**config.mk**
```make
export PLATFORM = sky130hd
export DESIGN_NAME = regfile_wb_arbiter
export DESIGN_NICKNAME = d
export VERILOG_FILES = /design/src/rtl/gpu_pkg.sv /design/src/rtl/wb_scoreboard.sv /design/src/rtl/regfile_wb_arbiter.sv
export SDC_FILE = /design/constraint.sdc
export NUM_CORES = 1
export LEC_CHECK = 0
export BUFFER_PORTS_ARGS = -buffer_cell sky130_fd_sc_hd__buf_4
export CAP_MARGIN = 20
export CORE_MARGIN = 4
export CORE_UTILIZATION = 35
export CTS_CLUSTER_SIZE = 14
export DETAILED_ROUTE_END_ITERATION = 12
export GPL_TIMING_DRIVEN = 0
export PLACE_DENSITY = 0.68
export SLEW_MARGIN = 10
export SYNTH_ARGS = -nofsm -noshare
export SYNTH_HDL_FRONTEND = slang
export SYNTH_HIERARCHICAL = 1
export SYNTH_SLANG_ARGS = --single-unit
```
**constraint.sdc**
```tcl
create_clock -name clk -period 1.4 [get_ports clk]
set_input_delay 0.07 -clock clk [delete_from_list [all_inputs] [get_ports clk]]
set_output_delay 0.07 -clock clk [all_outputs]
set_load 0.02 [all_outputs]
```
**src/rtl/gpu_pkg.sv**
```systemverilog
// rtl/gpu_pkg.sv - shared register-file constants and writeback enums
//
// Purpose: common definitions for the register file writeback path.
// Ports:   none (package).
package gpu_pkg;

   localparam int RF_AW    = 4;
   localparam int RF_DW    = 64;
   localparam int RF_DEPTH = 16;

   // r15 reads as zero, so writes to it are dropped at the port.
   localparam logic [RF_AW-1:0] REG_ZERO = 4'hF;
   // r14 holds the thread id and is normally preloaded by the host.
   localparam logic [RF_AW-1:0] REG_TID  = 4'hE;

   typedef enum logic [1:0] {
      SRC_NONE,
      SRC_ALU,
      SRC_LSU,
      SRC_HOST
   } wb_src_e;

   typedef enum logic {
      ST_IDLE,
      ST_HOLD
   } starve_st_e;

   function automatic logic rf_writable(input logic [RF_AW-1:0] rd);
      return rd != REG_ZERO;
   endfunction

endpackage

```
**src/rtl/wb_scoreboard.sv**
```systemverilog
// rtl/wb_scoreboard.sv - pending-load scoreboard with 3-way hazard lookup
//
// Purpose: tracks registers that are destinations of outstanding loads.
// Ports:
//   clk, rst_n        clock, asynchronous active-low reset
//   set, set_rd       load dispatched to set_rd (r15 ignored)
//   clr, clr_rd       load data for clr_rd accepted by the write port
//   q_rs1/q_rs2/q_rd  registers of the instruction in issue
//   hazard            any queried register has a load pending
//   err               sticky: set hit a register already pending
module wb_scoreboard
   import gpu_pkg::*;
(
   input  logic             clk,
   input  logic             rst_n,
   input  logic             set,
   input  logic [RF_AW-1:0] set_rd,
   input  logic             clr,
   input  logic [RF_AW-1:0] clr_rd,
   input  logic [RF_AW-1:0] q_rs1,
   input  logic [RF_AW-1:0] q_rs2,
   input  logic [RF_AW-1:0] q_rd,
   output logic             hazard,
   output logic             err
);

   logic [RF_DEPTH-1:0] pending;
   logic [RF_DEPTH-1:0] set_mask;
   logic [RF_DEPTH-1:0] clr_mask;

   always_comb begin
      set_mask = '0;
      clr_mask = '0;
      if (set && rf_writable(set_rd)) set_mask[set_rd] = 1'b1;
      if (clr)                        clr_mask[clr_rd] = 1'b1;
   end

   // Set is applied after clear so a same-cycle set/clear leaves the bit set.
   always_ff @(posedge clk or negedge rst_n) begin
      if (!rst_n) begin
         pending <= '0;
         err     <= 1'b0;
      end else begin
         pending <= (pending & ~clr_mask) | set_mask;
         err     <= err | (|(set_mask & pending));
      end
   end

   // Looks at registered state only: a clear in this cycle is not bypassed.
   assign hazard = pending[q_rs1] | pending[q_rs2] | pending[q_rd];

endmodule

```
**src/rtl/regfile_wb_arbiter.sv**
```systemverilog
// rtl/regfile_wb_arbiter.sv - register file write-port arbiter (ALU > LSU > host)
//
// Purpose: shares the single register file write port between ALU writeback,
// LSU load return and the host loader, keeps the load scoreboard and raises
// alu_hold when load returns have been blocked too long.
// Ports:
//   clk, rst_n                                 clock, async active-low reset
//   alu_wb_valid/rd/data                       ALU result, always accepted
//   lsu_wb_valid/ready/rd/data                 load return handshake
//   host_valid/ready/rd/data, core_halted      host loader, only when halted
//   sb_set, sb_set_rd                          load dispatched by issue
//   q_rs1, q_rs2, q_rd, hazard                 issue-stage hazard query
//   alu_hold                                   ask issue to stop ALU ops
//   sb_err                                     sticky double-set error
//   rf_we, rf_rd_addr, rf_rd_data              registered write port
module regfile_wb_arbiter
   import gpu_pkg::*;
#(
   parameter int STARVE_LIMIT = 8,
   parameter int CNT_W        = 4
)
(
   input  logic             clk,
   input  logic             rst_n,
   input  logic             alu_wb_valid,
   input  logic [RF_AW-1:0] alu_wb_rd,
   input  logic [RF_DW-1:0] alu_wb_data,
   input  logic             lsu_wb_valid,
   output logic             lsu_wb_ready,
   input  logic [RF_AW-1:0] lsu_wb_rd,
   input  logic [RF_DW-1:0] lsu_wb_data,
   input  logic             host_valid,
   output logic             host_ready,
   input  logic [RF_AW-1:0] host_rd,
   input  logic [RF_DW-1:0] host_data,
   input  logic             core_halted,
   input  logic             sb_set,
   input  logic [RF_AW-1:0] sb_set_rd,
   input  logic [RF_AW-1:0] q_rs1,
   input  logic [RF_AW-1:0] q_rs2,
   input  logic [RF_AW-1:0] q_rd,
   output logic             hazard,
   output logic             alu_hold,
   output logic             sb_err,
   output logic             rf_we,
   output logic [RF_AW-1:0] rf_rd_addr,
   output logic [RF_DW-1:0] rf_rd_data
);

   localparam logic [CNT_W-1:0] LIMIT_M1 = CNT_W'(STARVE_LIMIT - 1);
   localparam logic [CNT_W-1:0] CNT_MAX  = '1;

   wb_src_e          src;
   logic [RF_AW-1:0] win_rd;
   logic [RF_DW-1:0] win_data;
   logic             lsu_accept;
   logic             lsu_blocked;
   logic [CNT_W-1:0] wait_cnt;
   starve_st_e       state;
   starve_st_e       next_state;

   // Fixed priority. The ALU cannot stall, so it wins even while alu_hold is up;
   // the hold only stops new ALU ops from being issued.
   always_comb begin
      src = SRC_NONE;
      if (alu_wb_valid)                   src = SRC_ALU;
      else if (lsu_wb_valid)              src = SRC_LSU;
      else if (host_valid && core_halted) src = SRC_HOST;
   end

   always_comb begin
      win_rd   = '0;
      win_data = '0;
      unique case (src)
         SRC_ALU:  begin win_rd = alu_wb_rd;  win_data = alu_wb_data;  end
         SRC_LSU:  begin win_rd = lsu_wb_rd;  win_data = lsu_wb_data;  end
         SRC_HOST: begin win_rd = host_rd;    win_data = host_data;    end
         default:  begin win_rd = '0;         win_data = '0;           end
      endcase
   end

   assign lsu_wb_ready = (src == SRC_LSU);
   assign host_ready   = (src == SRC_HOST);
   assign lsu_accept   = lsu_wb_valid & lsu_wb_ready;
   assign lsu_blocked  = lsu_wb_valid & ~lsu_wb_ready;

   // r15 writes complete their handshake and update addr/data, but never
   // assert rf_we.
   always_ff @(posedge clk or negedge rst_n) begin
      if (!rst_n) begin
         rf_we      <= 1'b0;
         rf_rd_addr <= '0;
         rf_rd_data <= '0;
      end else if (src != SRC_NONE) begin
         rf_we      <= rf_writable(win_rd);
         rf_rd_addr <= win_rd;
         rf_rd_data <= win_data;
      end else begin
         rf_we      <= 1'b0;
      end
   end

   always_ff @(posedge clk or negedge rst_n) begin
      if (!rst_n) begin
         wait_cnt <= '0;
      end else if (!lsu_wb_valid || lsu_accept) begin
         wait_cnt <= '0;
      end else if (wait_cnt != CNT_MAX) begin
         wait_cnt <= wait_cnt + 1'b1;
      end
   end

   always_ff @(posedge clk or negedge rst_n) begin
      if (!rst_n) state <= ST_IDLE;
      else        state <= next_state;
   end

   always_comb begin
      next_state = state;
      unique case (state)
         ST_IDLE: if (lsu_blocked && wait_cnt == LIMIT_M1) next_state = ST_HOLD;
         ST_HOLD: if (lsu_accept || !lsu_wb_valid)         next_state = ST_IDLE;
         default: next_state = ST_IDLE;
      endcase
   end

   assign alu_hold = (state == ST_HOLD);

   wb_scoreboard u_scoreboard (
      .clk    (clk),
      .rst_n  (rst_n),
      .set    (sb_set),
      .set_rd (sb_set_rd),
      .clr    (lsu_accept),
      .clr_rd (lsu_wb_rd),
      .q_rs1  (q_rs1),
      .q_rs2  (q_rs2),
      .q_rd   (q_rd),
      .hazard (hazard),
      .err    (sb_err)
   );

endmodule

```
# --- Yosys cells after proc, flatten, opt, wreduce, memory -nomap -nowiden ---
# Cells that the tools add are included.
word_totals:
  out_inout_bits: 74
  ff_bits: 91
  latchBits: 0
  elab_cells: 66
  rom_bits: 0
  mem_count: 0
  ram_bits: 0
op_classes:
  shift: 0
  n_mux: 23
  n_eq_ne: 7
  bitwise_logic: 11
  n_div: 0
  n_addsub: 1
  n_reduce_logical: 10
  magnitude_cmp: 7
  mul: 0
op_table:
  columns: ["cell", "n"]
  rows:
  - ["64-bit one-hot mux with 3 select lines", 1]
  - ["16-bit AND", 2]
  - ["16-bit 2-to-1 mux", 2]
  - ["4-bit by 5-bit < comparator with 1-bit output, second input constant", 5]
  - ["16-bit NOT", 1]
  - ["16-bit bitwise OR", 1]
  - ["16-bit OR reduction", 1]
  - ["1-bit binary-select mux with 4-bit select", 3]
  - ["4-bit != test, second input constant", 3]
  - ["4-bit one-hot mux with 3 select lines", 1]
  - ["1-bit demux with 4-bit select", 2]
  - ["4-bit by 1-bit greater-or-equal comparator with 1-bit output, second input constant", 2]
  - ["1-bit 2-to-1 mux", 8]
  - ["4-bit 2-to-1 mux", 2]
  - ["2-bit 2-to-1 mux", 3]
  - ["1-bit logical AND", 5]
  - ["4-bit by 1-bit adder with 4-bit output, second input constant", 1]
  - ["2-bit equality test, second input constant", 2]
  - ["4-bit by 3-bit equality test with 1-bit output, second input constant", 1]
  - ["2-bit nonzero test", 2]
  - ["1-bit bitwise OR", 3]
  - ["1-bit AND", 2]
  - ["2-bit by 1-bit equality test with 1-bit output, second input constant", 1]
  - ["1-bit NOT", 2]
  - ["other kinds (3)", 3]

# --- Logic depth before layout (Yosys ltp) ---
# Gate-level depths: netlist of the first run.
depth:
  depth_word: 10
  ltp_mapped: 6
  depth_no_buf: 5

# --- Hierarchy ---
# The synthesis of the first run kept the hierarchy.
modules_own_cells:
  columns: ["module", "cells_per_inst", "n_inst", "seq_area_each_um2", "area_per_inst_um2"]
  rows:
  - ["regfile_wb_arbiter", 344, 1, 1851.8, 4249.1]
  - ["wb_scoreboard", 123, 1, 425.4, 1243.7]

# --- Least setup slack after synthesis of the first run ---
# Ideal clock, no wire load.
synth_path:
  kind: "register to output"
  from: "register u_scoreboard.pending[11]"
  to: "output hazard"
  n_path_buf: 0
  path_stages_with_launch: 5
  t_arrival_ns: 1.624
  setup_slack_ns: -0.294
  path_cell_list: "dfrtp_1 mux4_1 mux4_2 nor2_1 nand3_1"
synth_via:
  elab_chain_cells: 4
synth_lines:
  columns: ["element", "line_no", "text"]
  rows:
  - ["start: declaration", "wb_scoreboard.sv:27", "logic [RF_DEPTH-1:0] pending;"]
  - ["start signal: assignment", "wb_scoreboard.sv:44", "pending <= (pending & ~clr_mask) | set_mask;"]
  - ["1-bit binary-select mux with 4-bit select", "wb_scoreboard.sv:50", "assign hazard = pending[q_rs1] | pending[q_rs2] | pending[q_rd];"]
  - ["1-bit 2-to-1 mux (not written as such)", "wb_scoreboard.sv:50", null]
  - ["1-bit bitwise OR", "wb_scoreboard.sv:50", null]
  - ["1-bit bitwise OR *", "wb_scoreboard.sv:50", null]
  - ["end: declaration", "regfile_wb_arbiter.sv:42", "output logic hazard,"]
# Every way passes the cells marked *; elsewhere a longest branch is shown, timed or not. The select of a mux whose other input is x is not followed.

# --- Final worst setup path of the first run ---
layout_path:
  from: "register u_scoreboard.pending[4]"
  to: "output hazard"
# Same word-level chain as after synthesis.

==> impl_results.md, run 1 <==
- Final #Nets: 1,057
- WL/cell: 20.8 µm
- Die Area: 17,800 µm²
- Residual DRC count: 0
- Worst Path Arrival: 2.07 ns
- Crit path from: u_scoreboard/pending[4]$_DFF_PN0_
- Crit path top cell by count: mux4_2
- FILL cells: 1,303
- Synth cell types: 43
- Antenna violations before repair: 0
- Dpl cells: 978
- CTS Buf Count: 9
- P_int: 6200 µW
- Proportion of power drawn by combinational gates: 31.8%
- Slowest CP cell: mux4_2
- Post-route insts no fill: 1,045
- Share of layout cells above drive strength 1: 63.4%
- Largest cells by area after synthesis: dfrtp_1 (41%), o22ai_2 (16%), a21oi_2 (9.6%), o22ai_1 (6.7%), o21ai_0 (3.1%)
- # IOs: 301
- Largest net degree at the start of global routing: 47
- Worst slew margin: 56.3%
- Crit path time final: 2.14 ns
- Sw frac: 30.1%
- H-tree levels: 3
- Placer Congestion: 0.940
- Crit. End Element: output port
- RSZ-0062 raised after global routing: yes
- P_leak: 0.00384 µW
- Clk slew on worst S/H paths: 0.07 ns
- Worst-Margin Slew: 0.655 ns
- Clk pwr share: 31.6%
- Clock Tree Root: clkbuf_16
- Worst min path class: input port to register
- Critical Path End: hazard
- Syn Area/Cell: 11.8 µm²
- Reg-to-Reg Start: u_scoreboard/pending[5]$_DFF_PN0_
- Register bit total from synthesis: 91
- DP HPWL: 16,600 µm
- CP Max Fanout: 5
- CTS Buffer Depth: 2
- Final TNS setup: -0.738 ns
- Rows: 45
- ANT cells: 0
- Yosys warning count: 6
- Power per Cell Area: 999 nW/µm²
- IO buf count: 299
- Cell Area, Synth: 5490 µm²
- Post-synth EDFFs: 0
- Final Hold Vio Count: 0
- Critical-path cell list: mux4_2 > mux4_2 > nor2_2 > nand3_2 > buf_6
- Failing checks: setup timing
- Outcome: complete, but fails checks
- Max Cap Viol: 0
- FMAX: 0.468 GHz
- Synthesized instance count: 467
- Worst EP required: 1.33 ns
- Worst Reg-to-Reg Cells: 5
- Final slew viol count: 0
- FF/Latch Area: 2290 µm²
- Worst setup margin: -0.738 ns
- Clock latency on the worst-skew pair: 0.35 ns
- CTS tree: built
- Switching Power: 2670 µW
- Die X: 133 µm
- Setup CP Type: register to output port
- Fraction of registers with async set/reset: 100%
- Multi-input logic area: 2850 µm²
- Antenna-violating nets left: 0
- Core region area: 15,300 µm²
- Worst-case clock skew: 0.00717 ns
- Layout area overhead: 61.5%
- Register area share after synthesis: 41.5%
- Max stage delay on crit path: 0.48 ns
- Via density: 5.43
- Initial DRT Pass Iterations: 7
- R2R Path End: u_scoreboard/err$_DFF_PN0_
- Vias in the first global route: 5,986
- DRT Wirelength: 21,700 µm
- Total global routing overflow: 0
- Syn_nets: 695
- Vias: 5,671
- First-pass GRT wire length: 33,100 µm
- Iter 0 DRT Violations: 278
- Final setup vio count: 1
- Synth top area share: 41.5%
- Sequential share of power: 36.6%
- Worst Setup Start Kind: register
- Fin crit share: 153%
- Worst vdd ir: 0.000638 V
- Predominant post-synthesis flop cell: dfrtp_1
- Die height: 133 µm
- Leading area contributor after synthesis: dfrtp_1
- R2r setup slk: 0.05 ns
- Clk sinks: 91
- GRT Total Usage: 23.6%
- Starting Density: 35.9%
cells in the final DEF, fill, tap and decap left out, drive strengths merged, types with 2 or more instances in the layout:
cell         synthesis  routed
clkinv               0       3
a2bb2oi              4       4
or2                  3       3
a211oi               2       2
dfrtp               91      91
nor3b                2       2
a221oi               2       2
bufinv               0       3
nor2                14      14
o21ai               34      34
nor3                 3       3
clkbuf               6      14
dlygate4sd3          0      38
buf                 34     348
nand2                7       7
a21o                 4       4
mux2                 2       2
inv                  4       4
mux2i                8       8
nand4b               4       4
o22ai              129     129
a21oi               71      71
mux4                11      11
a31oi                3       3
nand2b               6       6
nand3                7       7
nand3b               5       5
cell type report:
type | count | share of cell area (%)
multi-input combinational | 332 | 32.1
sequential | 91 | 25.8
clock inverter | 7 | 1.31
clock buffer | 9 | 2.54
buffer | 39 | 3.98
timing repair buffer | 352 | 31.1
inverter | 4 | 0.169
tap | 211 | 2.98
power by group through the flow:
stage	clock (µW)	sequential (µW)	combinational [µW]
floorplan	0	3440	1100
global placement	0	3290	2500
detailed placement	0	3310	2550
CTS	2850	3260	2680
global route	2950	3270	3000
finish	2800	3240	2820
cell families after synthesis:
kind of cell,Yosys count,synth area share [%]
AOI/OAI and AO/OA,254,39.2
DFF,91,41.5
and+or+nand+nor,55,5.51
buffers and inverters,44,6.77
muxes,21,6.65
xor gates and xnor gates,1,0.159
adders and majority gates,1,0.228
synthesized netlist by cell type (2+ instances only):
cell / n
o21ai_0: 34
mux2i_1: 8
nor3_1: 3
nand3_1: 7
a221oi_1: 2
dfrtp_1: 91
nand3b_1: 5
inv_1: 3
a2bb2oi_1: 4
a211oi_1: 2
nand2_1: 7
mux2_2: 2
nor2_1: 14
nand2b_1: 6
mux4_2: 7
o22ai_2: 70
buf_6: 9
buf_4: 3
nor3b_1: 2
mux4_1: 4
clkbuf_1: 5
a21oi_2: 60
nand4b_1: 4
a21o_1: 4
a31oi_1: 3
a21oi_1: 11
o22ai_1: 59
buf_2: 16
buf_12: 6
or2_2: 3
stage by stage:
step	total power, µW	setup slack, ns	area (µm²)	util (%)	hold WS, ns
global placement	5790	-0.391	7990	52.2	0.343
finish	8860	-0.738	8870	57.9	0.00740
detailed placement	5850	-0.427	8020	52.4	0.143
floorplan	4530	-0.207	5490	-	-0.226
CTS	8790	-0.755	8770	57.3	0.0000174
global route	9220	-0.778	8870	57.9	0.00570
sequential cells by signal (all words and copies together), names as in the netlist:
| register | flops |
|---|---|
| u_scoreboard/err | 1 |
| alu_hold | 1 |
| wait_cnt | 4 |
| u_scoreboard/pending | 16 |
| rf_rd_addr | 4 |
| rf_rd_data | 64 |
| rf_we | 1 |
worst min path at each step:
stage	start	to	cells after the start
after floorplan	rst_n	alu_hold$_DFF_PN0_	0
after global placement	alu_wb_data[57]	rf_rd_data[57]$_DFFE_PN0P_	3
after detailed placement	rst_n	rf_rd_data[47]$_DFFE_PN0P_	1
after CTS	alu_wb_data[27]	rf_rd_data[27]$_DFFE_PN0P_	3
after global routing	alu_wb_data[32]	rf_rd_data[32]$_DFFE_PN0P_	3
final	alu_wb_data[27]	rf_rd_data[27]$_DFFE_PN0P_	3
per-layer routing:
| layer | wire length, µm | global-route usage [%] |
|---|---|---|
| met5 | 0 | 0 |
| met4 | 657 | 9.71 |
| met3 | 1810 | 5.14 |
| met2 | 10800 | 40.6 |
| met1 | 8380 | 28.8 |
critical path, delay by kind of cell, from the launching register on:
kind,cells,cell delay [ns]
simple gates,2,0.19
flops,1,0.44
buf+inv,1,0.14
mux,2,0.95
timing repair:
action,CTS,global route
gates cloned,0,0
hold buffers,38,0
endpoints found under the hold margin,82,0
endpoints found under the setup margin,2,6
buffers inserted,2,12
pin swaps,0,1
resized for setup,10,6
(Power assumes the default switching activity.)
==> run 2, diff against run 1 <==
Settings changed: CORE_MARGIN 4 to unset, PLACE_DENSITY 0.68 to 0.72, SLEW_MARGIN 10 to 20.
==> run 2 against run 1 <==
Effect of this change:
- the flow still finishes with violations (setup timing)
- non-clock buffer count down 3
- setup slack better by 0.036 ns
- wire length down 8.3%
- worst hold slack better by 0.00099 ns
- critical path depth unchanged
- fmax up 1.7%
- sequential share of layout area up 0.052 points
- register-to-register slack worse by 0.14 ns
==> impl_results.md, run 2 (synthesis gave the netlist of run 1 again) <==
- Outcome: complete, but fails checks
- Failing checks: setup timing
- Starting Density: 36.0% (+0.13 points)
- Worst Setup Start Kind: register
- Power per Cell Area: 1000 nW/µm² (about the same)
- Final core occ: 57.7% (-0.19 points)
- CTS tree: built
- Share of layout cells above drive strength 1: 62.7% (-0.73 points)
- Post-route insts no fill: 1,042 (-0.29%)
- Vias: 5,555 (-2.0%)
- IO buf count: 299 (unchanged)
- Final slew viol count: 0 (unchanged)
- Die Area: 16,200 µm² (-8.8%)
- Clock latency on the worst-skew pair: 0.34 ns (about the same)
- Worst hold slack: 0.00838 ns (+0.000987 ns)
- CTS Buffer Depth: 2 (unchanged)
- DRT Wirelength: 19,900 µm (-8.3%)
- Core region area: 15,300 µm² (-0.37%)
- GRT Total Usage: 24.5% (+0.91 points)
- Worst slew margin: 43.0% (-13 points)
- Die X: 127 µm (-4.5%)
- Initial DRT Pass Iterations: 5 (-2)
- Sequential share of power: 36.1% (-0.5 points)
- Max Cap Viol: 0 (unchanged)
- Max stage delay on crit path: 0.49 ns (about the same)
- Layout area overhead: 60.4%
- Most common cell after layout, fill and taps aside: buf_4
- FILL cells: 1,310 (+0.54%)
- WL/cell: 19.1 µm (-8.0%)
- Proportion of power drawn by combinational gates: 32.7% (+0.9 points)
- Crit path time final: 2.10 ns (-0.0360 ns)
- # IOs: 301 (unchanged)
- Final Hold Vio Count: 0 (unchanged)
- Final TNS setup: -0.793 ns (-0.0552 ns)
- DP HPWL: 14,700 µm (-11%)
- P_int: 6180 µW (-0.35%)
- Worst min path class: input port to register
- Crit. End Element: output port
- GRT busiest layer: met2
- Slowest CP cell: mux4_2
- Fin crit share: 150% (-2.6 points)
- First-pass GRT wire length: 30,800 µm (-7.1%)
- Worst EP required: 1.33 ns (about the same)
- Antenna-violating nets left: 0 (unchanged)
- Clk sinks: 91 (unchanged)
- Final #Nets: 1,054 (-0.28%)
- FF/Latch Area: 2280 µm² (-0.49%)
- Placer Congestion: 0.874 (-7.0%)
- Antenna violations before repair: 0 (unchanged)
- Critical-path cell list: mux4_2 > mux4_2 > nor2_2 > nand3_2 > buf_6
- Total global routing overflow: 0 (unchanged)
- Biggest regs: rf_rd_data x64, u_scoreboard/pending x16
- Max reg flops: 64 (unchanged)
- Final setup vio count: 2 (+1)
- Met2 usage: 43.2% (+2.6 points)
- Multi-input logic area: 2850 µm² (unchanged)
- Clk slew on worst S/H paths: 0.07 ns (about the same)
- Iter 0 DRT Violations: 275 (-1.1%)
- M3 GR Usage: 4.19% (-0.95 points)
- Via density: 5.33 (-1.8%)
- Worst-case clock skew: 0.00613 ns (-0.00104 ns)
- Setup CP Type: register to output port
- RSZ-0062 raised after global routing: yes
- Rows: 45 (unchanged)
- GRT met1 Usage: 30.1% (+1.2 points)
- CP Max Fanout: 2 (-3)
- Cell family with most CP delay: multiplexers
- CTS Buf Count: 9 (unchanged)
- P_leak: 0.00383 µW (-0.21%)
- FMAX: 0.476 GHz (+1.7%)
- Largest net degree at the start of global routing: 92 (+96%)
- Dpl cells: 977 (-0.10%)
- Residual DRC count: 0 (unchanged)
- Vias in the first global route: 5,784 (-3.4%)
- Clk pwr share: 31.2% (-0.4 points)
- Crit path top cell by count: mux4_2
- Worst setup margin: -0.702 ns (+0.0360 ns)
- Most frequent cells in the layout: buf_4 (316), dfrtp_1 (88), o22ai_2 (70)
- H-tree levels: 3 (unchanged)
- Register with the most flip-flops: rf_rd_data
- Worst-Margin Slew: 0.855 ns (+0.200 ns)
- Clock Tree Root: clkbuf_16
- Die height: 127 µm (-4.5%)
- Worst Path Arrival: 2.03 ns (-0.04 ns)
- Sw frac: 29.9% (-0.17 points)
- CP bufs+invs: 1 (unchanged)
- Switching Power: 2630 µW (-1.2%)
- Worst vdd ir: 0.000687 V (+7.6%)
- ANT cells: 0 (unchanged)
run 2: changes by cell type in the layout (fill, tap and decap cells not counted), sizes merged:
cell / previous run / this run
buf: 348 / 350
clkinvlp: 1 / 0
clkinv: 3 / 1
dlygate4sd3: 38 / 33
clkbuf: 14 / 18
bufinv: 3 / 2
run 2: area by class of cell:
type,count,share of cell area [%]
Clock inverter,3,0.781
Inverter,4,0.170
Clock buffer,13,3.07
Tap cell,211,3.00
Sequential cell,91,25.9
Multi-Input combinational cell,332,32.3
Timing Repair Buffer,349,30.8
Buffer,39,4.00
run 2: final timing paths:
kind | from | to | slack [ns] | cells past startpoint
max in group asynchronous | rst_n | u_scoreboard/pending[1]$_DFF_PN0_ | 0.40 | 2
min in group asynchronous | rst_n | rf_rd_data[48]$_DFFE_PN0P_ | 0.38 | 2
min | alu_wb_data[28] | rf_rd_data[28]$_DFFE_PN0P_ | 0.008 | 3
max | u_scoreboard/pending[6]$_DFF_PN0_ | hazard | -0.70 | 5
max reg2reg | u_scoreboard/pending[0]$_DFF_PN0_ | u_scoreboard/err$_DFF_PN0_ | -0.09 | 6
min reg2reg | rf_rd_addr[3]$_DFFE_PN0P_ | rf_rd_addr[3]$_DFFE_PN0P_ | 0.48 | 1
run 2: timing repair:
action,in CTS,in global routing
pin swaps,3,0
setup endpoints to repair,2,4
hold endpoints to repair,123,0
hold buffers,33,0
resized for setup,7,1
gates cloned,0,0
setup buffers,14,3
run 2: stage by stage:
step / power (µW) / cell area, µm² / worst slack [ns]
3_5_place_dp: 5820 / 8000 / -0.407
5_1_grt: 9220 / 8810 / -0.767
6_report: 8810 / 8810 / -0.702
4_1_cts: 8860 / 8790 / -0.728
2_1_floorplan: 4530 / 5490 / -0.207
3_3_place_gp: 5760 / 7990 / -0.394
run 2: power groups by stage:
stage	Combinational, µW	Sequential, µW	Clock [µW]
6_report	2880	3180	2750
3_3_place_gp	2480	3270	0
3_5_place_dp	2530	3280	0
5_1_grt	3060	3210	2940
2_1_floorplan	1100	3440	0
4_1_cts	2870	3170	2820
run 2: layer usage:
metal	vias to the layer above	wire length (µm)
li1	2575	-
met1	2671	8080
met2	279	10100
met3	30	1310
met4	0	404
met5	-	0
run 2: worst register-to-register path, delay by kind of cell (launching register included):
| family | cells | cell delay [ns] |
|---|---|---|
| DFF | 1 | 0.41 |
| AOI/OAI and AO/OA | 4 | 0.69 |
| buffers and inverters | 1 | 0.14 |
| and+or+nand+nor | 1 | 0.13 |
